## config.mk

```make
export PLATFORM = sky130hd
export DESIGN_NAME = safety_cl_periph_bridge
export DESIGN_NICKNAME = d
export VERILOG_FILES = /design/src/rtl/safety_island_pkg.sv /design/src/rtl/safety_cl_periph_bridge.sv
export SDC_FILE = /design/constraint.sdc
export NUM_CORES = 1
export LEC_CHECK = 0
export ABC_CLOCK_PERIOD_IN_PS = 4800
export CORE_UTILIZATION = 30
export CTS_CLUSTER_DIAMETER = 40
export DETAILED_ROUTE_END_ITERATION = 7
export DONT_BUFFER_PORTS = 1
export GPL_TIMING_DRIVEN = 0
export PLACE_DENSITY_LB_ADDON = 0.15
export SETUP_SLACK_MARGIN = 0.02
export SLEW_MARGIN = 15
export SYNTH_ARGS = -nofsm -noshare
export SYNTH_HDL_FRONTEND = slang
export SYNTH_SLANG_ARGS = --single-unit
export TNS_END_PERCENT = 20
```

## constraint.sdc

```tcl
create_clock -name clk_i -period 4.8 [get_ports clk_i]
set_clock_uncertainty 0.15 [all_clocks]
set_input_delay 0.96 -clock clk_i [delete_from_list [all_inputs] [get_ports clk_i]]
set_output_delay 0.96 -clock clk_i [all_outputs]
set_load 0.05 [all_outputs]
```

## src/rtl/safety_island_pkg.sv

```systemverilog
// Shared types and constants for the safety island core-local peripheral path.
package safety_island_pkg;

   typedef enum logic [1:0] {
      IDLE,
      ACCESS,
      RESP
   } bridge_state_e;

   // Also returned by the TCLS error slave, so both sides agree on the pattern.
   localparam logic [31:0] ERR_VAL = 32'hBADCAB1E;

   typedef struct packed {
      logic [31:0] addr;
      logic        write;
      logic [31:0] wdata;
      logic [3:0]  wstrb;
      logic        valid;
   } cl_reg_req_t;

   typedef struct packed {
      logic [31:0] rdata;
      logic        error;
      logic        ready;
   } cl_reg_rsp_t;

endpackage

```

## src/rtl/safety_cl_periph_bridge.sv

```systemverilog
// Core data-side req/gnt/rvalid to single-outstanding register interface,
// with a watchdog that answers with an error when a peripheral never responds.
module safety_cl_periph_bridge
   import safety_island_pkg::*;
#(
   parameter int unsigned          AddrWidth     = 32,
   parameter int unsigned          DataWidth     = 32,
   parameter int unsigned          TimeoutCycles = 255,
   parameter logic [DataWidth-1:0] ErrVal        = ERR_VAL,
   parameter type                  reg_req_t     = cl_reg_req_t,
   parameter type                  reg_rsp_t     = cl_reg_rsp_t
) (
   input  logic                   clk_i,
   input  logic                   rst_i,
   input  logic                   req_i,
   output logic                   gnt_o,
   input  logic                   we_i,
   input  logic [DataWidth/8-1:0] be_i,
   input  logic [AddrWidth-1:0]   addr_i,
   input  logic [DataWidth-1:0]   wdata_i,
   output logic                   rvalid_o,
   output logic [DataWidth-1:0]   rdata_o,
   output logic                   err_o,
   output reg_req_t               reg_req_o,
   input  reg_rsp_t               reg_rsp_i,
   output logic                   timeout_o
);

   localparam int unsigned CntW    = (TimeoutCycles > 0) ? $clog2(TimeoutCycles + 1) : 1;
   localparam int unsigned LastInt = (TimeoutCycles > 0) ? TimeoutCycles - 1 : 0;
   localparam logic [CntW-1:0] CntLast = CntW'(LastInt);

   bridge_state_e          state_q, state_d;
   logic [AddrWidth-1:0]   addr_q, addr_d;
   logic                   we_q, we_d;
   logic [DataWidth/8-1:0] be_q, be_d;
   logic [DataWidth-1:0]   wdata_q, wdata_d;
   logic [DataWidth-1:0]   rdata_q, rdata_d;
   logic                   err_q, err_d;
   logic [CntW-1:0]        cnt_q, cnt_d;
   logic                   to_q, to_d;
   logic                   timeout_hit;

   // Fires on the TimeoutCycles-th valid cycle without ready.
   assign timeout_hit = (TimeoutCycles != 0) && (cnt_q == CntLast);

   always_comb begin
      state_d = state_q;
      addr_d  = addr_q;
      we_d    = we_q;
      be_d    = be_q;
      wdata_d = wdata_q;
      rdata_d = rdata_q;
      err_d   = err_q;
      cnt_d   = cnt_q;
      to_d    = 1'b0;
      gnt_o   = 1'b0;
      unique case (state_q)
         IDLE, RESP: begin
            gnt_o   = req_i;
            state_d = IDLE;
            if (req_i) begin
               addr_d  = addr_i;
               we_d    = we_i;
               be_d    = be_i;
               wdata_d = wdata_i;
               cnt_d   = '0;
               state_d = ACCESS;
            end
         end
         ACCESS: begin
            if (reg_rsp_i.ready) begin
               rdata_d = we_q ? '0 : reg_rsp_i.rdata;
               err_d   = reg_rsp_i.error;
               state_d = RESP;
            end else if (timeout_hit) begin
               rdata_d = ErrVal;
               err_d   = 1'b1;
               to_d    = 1'b1;
               state_d = RESP;
            end else if (cnt_q != '1) begin
               cnt_d = cnt_q + 1'b1;
            end
         end
         default: state_d = IDLE;
      endcase
   end

   always_comb begin
      reg_req_o = '0;
      if (state_q == ACCESS) begin
         reg_req_o.valid = 1'b1;
         reg_req_o.addr  = addr_q;
         reg_req_o.write = we_q;
         reg_req_o.wdata = wdata_q;
         reg_req_o.wstrb = we_q ? be_q : '0;
      end
   end

   assign rvalid_o  = (state_q == RESP);
   assign rdata_o   = rvalid_o ? rdata_q : '0;
   assign err_o     = rvalid_o & err_q;
   assign timeout_o = to_q;

   always_ff @(posedge clk_i) begin
      if (rst_i) begin
         state_q <= IDLE;
         addr_q  <= '0;
         we_q    <= 1'b0;
         be_q    <= '0;
         wdata_q <= '0;
         rdata_q <= '0;
         err_q   <= 1'b0;
         cnt_q   <= '0;
         to_q    <= 1'b0;
      end else begin
         state_q <= state_d;
         addr_q  <= addr_d;
         we_q    <= we_d;
         be_q    <= be_d;
         wdata_q <= wdata_d;
         rdata_q <= rdata_d;
         err_q   <= err_d;
         cnt_q   <= cnt_d;
         to_q    <= to_d;
      end
   end

endmodule

```

==> impl_metrics.ini <==
[placed_design]
finalWeightedCongestion = 0.836
dp_hpwl_um = 10300
port_buffers = 0
dpl-instance-area_mm2 = 0.00514

[setup_path]
crit_top_cell = clkbuf_1
crit_path_end_kind = output port
critPathKind = reg2out
critPathMaxStageDelay_ns = 0.83
crit_required_ns = 3.69
critPathArrivalTime_ns = 3.02
worstPathCellList = nand2b_1 > inv_1 > clkbuf_1 > clkbuf_1 > and2_1
startpoint_type = register
cp_max_fo = 10
cpMaxStageDelayCell = clkbuf_1

[clock_network]
clk_latency_ns = 0.41
numCtsBuffers = 17
cts-root-buf = clkbuf_16
cts_buffer_depth = 2
cts_num_sinks = 113
cts_resized = 0
htree_levels = 4
cts_setup_buffers = 0
clkTransAtPathRegs_ns = 0.05
postCtsHoldBufs = 0
cts_tree = built

[floorplanning]
die_area_mm2 = 0.0167
start_util = 0.307
die_h_um = 129
coreArea_mm2 = 0.0159
row_count = 46
boundaryPins = 212
die_width_um = 129

[pwr]
p_clk_frac = 0.498
switching_power_uw = 630
power.total_uw = 2480
peakVddDrop_uv = 261
swShare = 0.254
leakagePower_uw = 0.00220
sequentialPowerShare = 0.408
p_comb_frac = 0.094
cellInternalPower_uw = 1850
power.density_mw_per_mm2 = 434

[yosys]
synth_seq_cells = 113
synth_top_area_frac = 0.464
synth_edf_count = 0
synth_nets = 698
synth_cells = 590
synthArstFlopShare = 0
synthTopCellsByArea = dfxtp_1 (46%), and2_1 (13%), nand2_1 (11%)
synth_seq_area_share = 0.464
syn_area_per_cell_um2 = 8.26
synth.distinct_cells = 40
synth_top_area_cell = dfxtp_1
netlist_area_mm2 = 0.00487
yosysWarnings = 0
synth_ff_type = dfxtp_1

[detailed_routing]
drc_errors = 0
num_vias = 4159
drtIter0Drc = 111
drtAntennaViolNets = 0
routed_via_density = 4.96
first_pass_iters = 4
wirelength_um = 14100
post_drt_wl_per_cell_um = 16.9

[timing]
finalSetupTns_ns = 0
finalCritPeriodShare = 0.861
worst_pin_slew_ns = 1.04
rsz0062_at_grt = no
finalCriticalPeriod_ns = 4.13
slew_headroom = 0.304
finalHoldViolCount = 0
finalSetupViolCount = 0
maxSlewViolCount = 0
fmax_mhz = 242

[flow_run]
max_cap_viol_count = 0

[finish]
drive_gt1_frac = 0.113
diodes = 0
layout.nets = 717
fill_cells = 1692
syn_to_final_growth_pct = 17.5
utilization = 0.360
fin_area_mm2 = 0.00572

[min_path]
min_path_type = reg2reg

[grt]
antenna_found_initial = 0
track_usage = 0.172
grt-ovfl-total = 0
grt_pass1_vias = 4100
grt_pass1_wl_um = 21600
grt_max_degree = 17

[status]
status = finished, final reports clean
[synthesized netlist by cell type, types with 3 or more instances]
library cell	instances
dfxtp_1	113
o221a_2	20
a21oi_1	72
nor2_1	4
nor2b_1	20
o211ai_1	4
o21ai_0	3
nand2_1	145
buf_2	14
nor3_1	3
clkbuf_1	33
nand4_1	5
a22o_1	13
and2_1	99
inv_1	6
and3_1	6
[critical path, delay by kind of cell, from the launching register on]
| kind | cells | cell delay, ns |
|---|---|---|
| buffers and inverters | 3 | 1.42 |
| AND/OR/NAND/NOR | 2 | 0.76 |
| flip-flops | 1 | 0.41 |
[sequential cells by signal, indices dropped and copies added (netlist names)]
signal / flops
addr_q: 32
rdata_q: 32
wdata_q: 32
cnt_q: 8
be_q: 4
state_q: 2
err_q: 1
timeout_o: 1
we_q: 1
[layout by cell type (no fill, tap or decap), types with 5 or more instances in the layout]
cell type,n
o221a_2,20
a22o_1,13
inv_1,6
a21oi_1,72
nor2b_1,20
and2_1,99
dfxtp_1,113
buf_2,14
and3_1,6
nand2_1,145
clkbuf_16,17
nand4_1,5
clkinv_2,5
clkbuf_1,35
[worst paths after layout]
kind	cells after the start	start	slack, ns	end
setup reg to reg	6	state_q[0]	2.30	state_q[0]
hold / removal	2	wdata_q[19]	0.30	wdata_q[19]
hold reg to reg	2	wdata_q[19]	0.30	wdata_q[19]
setup / recovery	5	state_q[0]	0.67	reg_req_o[61]
[per-layer routing]
metal	routed length (µm)	GRT usage	up-vias	share of wire
met5	0	0	-	0
met3	1620	0.0941	14	0.11
met4	236	0.0643	0	0.017
met1	5920	0.195	1964	0.42
met2	6360	0.271	166	0.45
li1	-	-	2015	-
[through the flow]
stage | hold slack, ns | setup WS, ns | instances
after floorplan | 0.282 | 1.70 | 590
after global placement | 0.289 | 1.01 | 806
after detailed placement | 0.293 | 1.03 | 806
after CTS | 0.301 | 0.577 | 838
after global routing | 0.313 | 0.459 | 838
final | 0.298 | 0.668 | 838
[cell families (layout without fill, tap and decap cells)]
family / Yosys count / count (layout) / share of synthesized area
buf+inv: 55 / 87 / 0.0475
mux: 2 / 2 / 0.00437
fa+ha+maj: 2 / 2 / 0.00514
compound gates: 123 / 123 / 0.174
simple gates: 295 / 295 / 0.304
flops: 113 / 113 / 0.464
[final cells by class]
type	count	area, µm²	area share
Multi-Input combinational cell	422	2380	0.415
Sequential cell	113	2260	0.395
Clock buffer	22	474	0.0828
Tap cell	216	270	0.0472
Buffer	49	209	0.0365
Clock inverter	10	109	0.0190
Inverter	6	22.5	0.00393
[power groups by stage]
stage                     Sequential [µW]  Combinational, µW  Clock (µW)
after floorplan                      1020                188           0
after global placement               1030                233           0
after detailed placement             1030                236           0
after CTS                            1010                237        1270
after global routing                 1020                260        1310
final                                1010                233        1240
No activity file was read; power rests on OpenSTA's default activity.
